[src/rtl/life_gen_sequencer.sv]
// rtl/life_gen_sequencer.sv - Game-of-Life generation sequencer over a double-buffered cell RAM
module life_gen_sequencer #(
  parameter int         W       = 160,
  parameter int         H       = 120,
  parameter int         ADDR_W  = 15,
  parameter logic [2:0] ALIVE_C = 3'b111,
  parameter logic [2:0] DEAD_C  = 3'b000
) (
  input  logic              clk,
  input  logic              reset_n,
  input  logic              start,
  input  logic              run,
  input  logic              load,
  input  logic [7:0]        load_x,
  input  logic [6:0]        load_y,
  input  logic              clear,
  output logic              busy,
  output logic              gen_done,
  output logic [15:0]       gen_count,
  output logic              front_bank,
  output logic [ADDR_W-1:0] rd_addr,
  input  logic              rd_data,
  output logic              wr_en,
  output logic              wr_bank,
  output logic [ADDR_W-1:0] wr_addr,
  output logic              wr_data,
  output logic              plot_valid,
  input  logic              plot_ready,
  output logic [7:0]        plot_x,
  output logic [6:0]        plot_y,
  output logic [2:0]        plot_colour
);

  typedef enum logic [2:0] {
    ST_IDLE   = 3'd0,
    ST_LOAD   = 3'd1,
    ST_CLR_WR = 3'd2,
    ST_SCAN   = 3'd3,
    ST_UPDATE = 3'd4,
    ST_PLOT   = 3'd5,
    ST_SWAP   = 3'd6
  } state_t;

  // What the shared PLOT state returns to once the plotter accepts.
  typedef enum logic [1:0] {
    MODE_GEN  = 2'd0,
    MODE_LOAD = 2'd1,
    MODE_CLR  = 2'd2
  } mode_t;

  localparam logic [ADDR_W-1:0] W_A       = ADDR_W'(W);
  localparam logic [3:0]        LAST_READ = 4'd8;
  localparam logic [3:0]        CENTRE_K  = 4'd4;
  localparam logic [3:0]        CAPTURE_K = 4'd9;

  state_t      state_q, state_d;
  mode_t       mode_q, mode_d;
  logic [7:0]  x_q, x_d;
  logic [6:0]  y_q, y_d;
  logic [3:0]  k_q, k_d;
  logic [3:0]  n_q, n_d;
  logic        alive_q, alive_d;
  logic        plot_alive_q, plot_alive_d;
  logic        rd_valid_q, rd_valid_d;
  logic        rd_centre_q, rd_centre_d;
  logic        front_bank_q, front_bank_d;
  logic [15:0] gen_count_q, gen_count_d;

  logic [1:0]        off_x, off_y;
  logic [9:0]        nb_x, nb_y;
  logic              nb_in_grid;
  logic [ADDR_W-1:0] cell_addr, nb_addr;
  logic              last_x, last_cell;
  logic [7:0]        x_adv;
  logic [6:0]        y_adv;
  logic              next_alive;
  logic              load_in_range;

  // Neighbourhood read index k (0..8) mapped to raster-ordered offsets, stored as offset+1.
  always_comb begin
    case (k_q)
      4'd1, 4'd4, 4'd7: off_x = 2'd1;
      4'd2, 4'd5, 4'd8: off_x = 2'd2;
      default:          off_x = 2'd0;
    endcase
    case (k_q)
      4'd3, 4'd4, 4'd5: off_y = 2'd1;
      4'd6, 4'd7, 4'd8: off_y = 2'd2;
      default:          off_y = 2'd0;
    endcase
  end

  // A -1 offset at the edge wraps to a huge unsigned value, so one compare covers both sides.
  assign nb_x          = {2'b00, x_q} + {8'b0, off_x} - 10'd1;
  assign nb_y          = {3'b000, y_q} + {8'b0, off_y} - 10'd1;
  assign nb_in_grid    = (int'(nb_x) < W) && (int'(nb_y) < H);
  assign nb_addr       = ADDR_W'(nb_y) * W_A + ADDR_W'(nb_x);
  assign cell_addr     = ADDR_W'(y_q) * W_A + ADDR_W'(x_q);
  assign last_x        = (int'(x_q) == W - 1);
  assign last_cell     = last_x && (int'(y_q) == H - 1);
  assign x_adv         = last_x ? 8'd0 : x_q + 8'd1;
  assign y_adv         = last_x ? y_q + 7'd1 : y_q;
  assign next_alive    = (n_q == 4'd3) || (alive_q && (n_q == 4'd2));
  assign load_in_range = (int'(load_x) < W) && (int'(load_y) < H);

  // State register and datapath flops; synchronous reset aborts any operation.
  always_ff @(posedge clk) begin
    if (!reset_n) begin
      state_q      <= ST_IDLE;
      mode_q       <= MODE_GEN;
      x_q          <= '0;
      y_q          <= '0;
      k_q          <= '0;
      n_q          <= '0;
      alive_q      <= 1'b0;
      plot_alive_q <= 1'b0;
      rd_valid_q   <= 1'b0;
      rd_centre_q  <= 1'b0;
      front_bank_q <= 1'b0;
      gen_count_q  <= '0;
    end else begin
      state_q      <= state_d;
      mode_q       <= mode_d;
      x_q          <= x_d;
      y_q          <= y_d;
      k_q          <= k_d;
      n_q          <= n_d;
      alive_q      <= alive_d;
      plot_alive_q <= plot_alive_d;
      rd_valid_q   <= rd_valid_d;
      rd_centre_q  <= rd_centre_d;
      front_bank_q <= front_bank_d;
      gen_count_q  <= gen_count_d;
    end
  end

  // Next state: command decode in IDLE, cell walk, neighbour accumulation and bank swap.
  always_comb begin
    state_d      = state_q;
    mode_d       = mode_q;
    x_d          = x_q;
    y_d          = y_q;
    k_d          = k_q;
    n_d          = n_q;
    alive_d      = alive_q;
    plot_alive_d = plot_alive_q;
    rd_valid_d   = 1'b0;
    rd_centre_d  = 1'b0;
    front_bank_d = front_bank_q;
    gen_count_d  = gen_count_q;
    case (state_q)
      ST_IDLE: begin
        if (clear) begin
          mode_d  = MODE_CLR;
          x_d     = '0;
          y_d     = '0;
          state_d = ST_CLR_WR;
        end else if (load) begin
          if (load_in_range) begin
            mode_d  = MODE_LOAD;
            x_d     = load_x;
            y_d     = load_y;
            state_d = ST_LOAD;
          end
        end else if (start || run) begin
          mode_d  = MODE_GEN;
          x_d     = '0;
          y_d     = '0;
          k_d     = '0;
          state_d = ST_SCAN;
        end
      end
      ST_LOAD: begin
        plot_alive_d = 1'b1;
        state_d      = ST_PLOT;
      end
      ST_CLR_WR: begin
        plot_alive_d = 1'b0;
        state_d      = ST_PLOT;
      end
      ST_SCAN: begin
        // The valid/centre tags travel one cycle behind the address, matching RAM latency.
        rd_valid_d  = (k_q <= LAST_READ) && nb_in_grid;
        rd_centre_d = (k_q == CENTRE_K);
        if (k_q == 4'd0) begin
          n_d     = '0;
          alive_d = 1'b0;
        end else if (rd_valid_q) begin
          if (rd_centre_q) alive_d = rd_data;
          else             n_d     = n_q + {3'b000, rd_data};
        end
        if (k_q == CAPTURE_K) state_d = ST_UPDATE;
        else                  k_d     = k_q + 4'd1;
      end
      ST_UPDATE: begin
        plot_alive_d = next_alive;
        if (next_alive != alive_q) begin
          state_d = ST_PLOT;
        end else if (last_cell) begin
          state_d = ST_SWAP;
        end else begin
          x_d     = x_adv;
          y_d     = y_adv;
          k_d     = '0;
          state_d = ST_SCAN;
        end
      end
      ST_PLOT: begin
        if (plot_ready) begin
          case (mode_q)
            MODE_LOAD: state_d = ST_IDLE;
            MODE_CLR: begin
              if (last_cell) begin
                state_d = ST_IDLE;
              end else begin
                x_d     = x_adv;
                y_d     = y_adv;
                state_d = ST_CLR_WR;
              end
            end
            default: begin
              if (last_cell) begin
                state_d = ST_SWAP;
              end else begin
                x_d     = x_adv;
                y_d     = y_adv;
                k_d     = '0;
                state_d = ST_SCAN;
              end
            end
          endcase
        end
      end
      ST_SWAP: begin
        front_bank_d = ~front_bank_q;
        gen_count_d  = gen_count_q + 16'd1;
        if (run) begin
          x_d     = '0;
          y_d     = '0;
          k_d     = '0;
          state_d = ST_SCAN;
        end else begin
          state_d = ST_IDLE;
        end
      end
      default: state_d = ST_IDLE;
    endcase
  end

  // Outputs decoded from the registered state; idle values are all zero.
  always_comb begin
    busy        = (state_q != ST_IDLE);
    gen_done    = (state_q == ST_SWAP);
    gen_count   = gen_count_q;
    front_bank  = front_bank_q;
    rd_addr     = '0;
    wr_en       = 1'b0;
    wr_bank     = 1'b0;
    wr_addr     = '0;
    wr_data     = 1'b0;
    plot_valid  = 1'b0;
    plot_x      = '0;
    plot_y      = '0;
    plot_colour = '0;
    case (state_q)
      ST_SCAN: begin
        if (k_q <= LAST_READ) rd_addr = nb_in_grid ? nb_addr : cell_addr;
      end
      ST_LOAD: begin
        wr_en   = 1'b1;
        wr_bank = front_bank_q;
        wr_addr = cell_addr;
        wr_data = 1'b1;
      end
      ST_CLR_WR: begin
        wr_en   = 1'b1;
        wr_bank = front_bank_q;
        wr_addr = cell_addr;
        wr_data = 1'b0;
      end
      ST_UPDATE: begin
        wr_en   = 1'b1;
        wr_bank = ~front_bank_q;
        wr_addr = cell_addr;
        wr_data = next_alive;
      end
      ST_PLOT: begin
        plot_valid  = 1'b1;
        plot_x      = x_q;
        plot_y      = y_q;
        plot_colour = plot_alive_q ? ALIVE_C : DEAD_C;
      end
      default: ;
    endcase
  end

endmodule
[config.mk]
export PLATFORM = sky130hd
export DESIGN_NAME = life_gen_sequencer
export DESIGN_NICKNAME = d
export VERILOG_FILES = /design/src/rtl/life_gen_sequencer.sv
export SDC_FILE = /design/constraint.sdc
export NUM_CORES = 1
export LEC_CHECK = 0
export CAP_MARGIN = 20
export CORE_ASPECT_RATIO = 1.25
export CORE_MARGIN = 2
export CORE_UTILIZATION = 49
export CTS_CLUSTER_DIAMETER = 60
export CTS_CLUSTER_SIZE = 16
export DETAILED_ROUTE_END_ITERATION = 12
export PLACE_DENSITY = 0.88
export SKIP_LAST_GASP = 1
export SYNTH_ARGS = -nofsm -noshare
export SYNTH_HDL_FRONTEND = slang
export SYNTH_SLANG_ARGS = --single-unit
[constraint.sdc]
create_clock -name clk -period 4.77 [get_ports clk]
set_clock_uncertainty 0.1 [all_clocks]
set_input_delay 0.477 -clock clk [delete_from_list [all_inputs] [get_ports clk]]
set_output_delay 0.477 -clock clk [all_outputs]
set_load 0.01 [all_outputs]
==> metrics.csv <==
metric,value,unit
htree_levels,2,
end_kind,output port,
layout_setup_ws,-0.541,ns
max_freq,0.188,GHz
period_share,111,%
criticalPathCategory,flop to output port,
violations,negative setup slack,
clkLatencyLatePin,0.30,ns
vias,5755,
ant_nets,0,
synth_edf_count,0,
min_from,n_q[3]$_SDFFE_PN0P_,
clk_pin_slew,0.07,ns
cts_made_buffers,5,
synthFlopType,dfxtp_1,
dr.pass1.iters,6,
tightestPinTransition,0.756,ns
cpPeakStageDelay,0.40,ns
reg2reg_depth,22,
drc,0,
synth_top_cell_area_share,18.8,%
synth.net_count,763,
stdcell_area,7350,µm²
path_cells,inv_4 > ha_4 > nor2_4 > nor3_4 > a21oi_2 > ha_1 > inv_1 > ha_1 > a21o_1 > a21oi_2 > buf_4 > o21bai_1 > a21oi_1 > xor2_1 > mux2_2 > ha_1 > o21ai_1 > o21bai_1 > a21oi_2 > xnor2_2 > and3_1 > a21o_1 > o31ai_2 > buf_2,
synth_area_leader_cell,dfxtp_1,
drv_cap,0,
nNetsFinal,924,
dieWidth,96.2,µm
drt-initial-drc-count,439,
synth_cell_types,62,
syn-cell-area,5200,µm²
cp.arrival,4.73,ns
grt_pass1_vias,5716,
placed_area,6690,µm²
rrSetupSlack,0.58,ns
path_depth,24,
hold_class,flop to flop,
cts_buffer_depth,2,
yosys_warnings,0,
rr_endpoint,rd_valid_q$_SDFF_PN0_,
io_pins,94,
area_delta_synth_final,41.2,%
worstPathMaxFanout,5,
slew_headroom,49.5,%
grt_overflow,0,
dieArea,11500,µm²
grt_max_degree,55,
synth-async-reset-ratio,0,%
core_area,10500,µm²
synth_most_common_cell,nor2_1,
wire_per_inst,18.5,µm
critical-path-top-delay-family,compound AO/OA/AOI/OAI gates,
startpoint_type,flop,
hold_viol_final,0,
required,4.19,ns
hold_buffers,0,
vias_per_cell,6.00,
antenna_found_initial,0,
start_util,49.8,%
ys_seq_elements,49,
ctsRootBufferMaster,clkbuf_16,
avgSynthCellArea,7.83,µm²
fin_crit,5.31,ns
die_h,119,µm
crit_buf_inv,4,
clkSinkCount,49,
status,"finished, violations left",
yosys-top-cells-count,"nor2_1, ha_1, dfxtp_1",
layout-drive-gt1-share,22.7,%
grt_setup_unrepaired,yes,
yosys-top-cells-area,"dfxtp_1, ha_1, nor2_1",
cpMaxStageDelayCell,dfxtp_4,
slew_viol_final,0,
finalSetupViolCount,13,
antenna_cells,0,
cts_tree,done,
wl,17700,µm
grt_pass1_wl,26400,µm
rows,42,
track_usage,28.7,%
numPortBuffers,93,
synth_seq_area_share,18.8,%
r2r-start,k_q[0]$_SDFFE_PN0P_,
dp_slack,-0.759,ns
place_congestion,0.897,
min_path_cells,2,
hold_end,n_q[3]$_SDFFE_PN0P_,
dpl.hpwl,11600,µm
syn_inst,665,
-- routing by layer --
layer	track usage, %	wire [µm]	vias up
li1	-	-	2655
met1	31.5	6330	2720
met2	50.7	9120	293
met3	4.36	1140	87
met4	16.8	1120	0
met5	0	0	-
-- cells by family (layout without fill, tap and decap cells) --
logic type / count (synthesis) / count (layout) / synth area share (%)
XOR/XNOR: 50 / 50 / 8.41
multiplexers: 14 / 14 / 2.72
flip-flops: 49 / 49 / 18.8
buffers and inverters: 73 / 235 / 5.70
AND/OR/NAND/NOR: 235 / 235 / 22.7
adder cells (fa/ha/maj): 76 / 76 / 19.1
AO/OA/AOI/OAI: 168 / 168 / 22.5
-- worst min-delay path, delay by kind of cell (launching register included) --
kind | cells | cell delay [ns]
DFF | 1 | 0.32
AOI/OAI and AO/OA | 2 | 0.14
-- layout make-up --
class / count / area, µm²
multi-input combinational: 543 / 4300
fill: 717 / 3110
timing repair buffer: 180 / 1540
sequential: 49 / 988
inverter: 47 / 186
tap: 132 / 165
clock buffer: 5 / 125
clock inverter: 3 / 47.5
-- worst max path at each step --
stage	slack [ns]	start	end
after floorplan	0.006	k_q[0]$_SDFFE_PN0P_	rd_addr[14]
after global placement	-0.60	k_q[0]$_SDFFE_PN0P_	rd_addr[13]
after detailed placement	-0.76	k_q[1]$_SDFFE_PN0P_	rd_addr[13]
after CTS	-0.31	k_q[1]$_SDFFE_PN0P_	rd_addr[14]
after global routing	-0.78	k_q[0]$_SDFFE_PN0P_	rd_addr[14]
final	-0.54	k_q[0]$_SDFFE_PN0P_	rd_addr[14]
-- flip-flops by register name (all words and copies together), names as in the netlist --
register	count
alive_q	1
front_bank	1
gen_count	16
k_q	4
mode_q	2
n_q	4
plot_alive_q	1
rd_centre_q	1
rd_valid_q	1
state_q	3
x_q	8
y_q	7
-- what timing repair did --
action	4_1_cts	5_1_grt
pin swaps	32	24
setup endpoints to repair	15	15
gates resized for setup	95	53
buffers inserted	17	8
-- placed cells by master, fill, tap and decap left out, drive strengths merged, types with 8 or more instances in the layout --
master / count
xnor2: 32
nand2: 47
a21o: 11
nand3: 12
o211a: 10
ha: 69
a21oi: 36
nor2b: 23
a211oi: 17
buf: 100
clkdlybuf4s50: 78
a21boi: 8
xor2: 18
dfxtp: 49
nand4: 12
and2: 19
nor2: 78
and3: 11
o211ai: 12
mux2i: 13
inv: 49
o21ai: 31
-- per-stage QoR --
stage | utilization [%] | cells | hold WS, ns | setup TNS [ns]
after CTS | 68.3 | 952 | 0.374 | -1.68
final | 70.3 | 959 | 0.401 | -3.19
after detailed placement | 64.0 | 928 | 0.388 | -5.25
after global placement | 64.0 | 928 | 0.375 | -2.97
after global routing | 70.3 | 959 | 0.417 | -4.92
after floorplan | - | 665 | 0.369 | 0
Power is not shown: default switching activity piles up to over one toggle a cycle in this logic, so the estimate is an artifact.
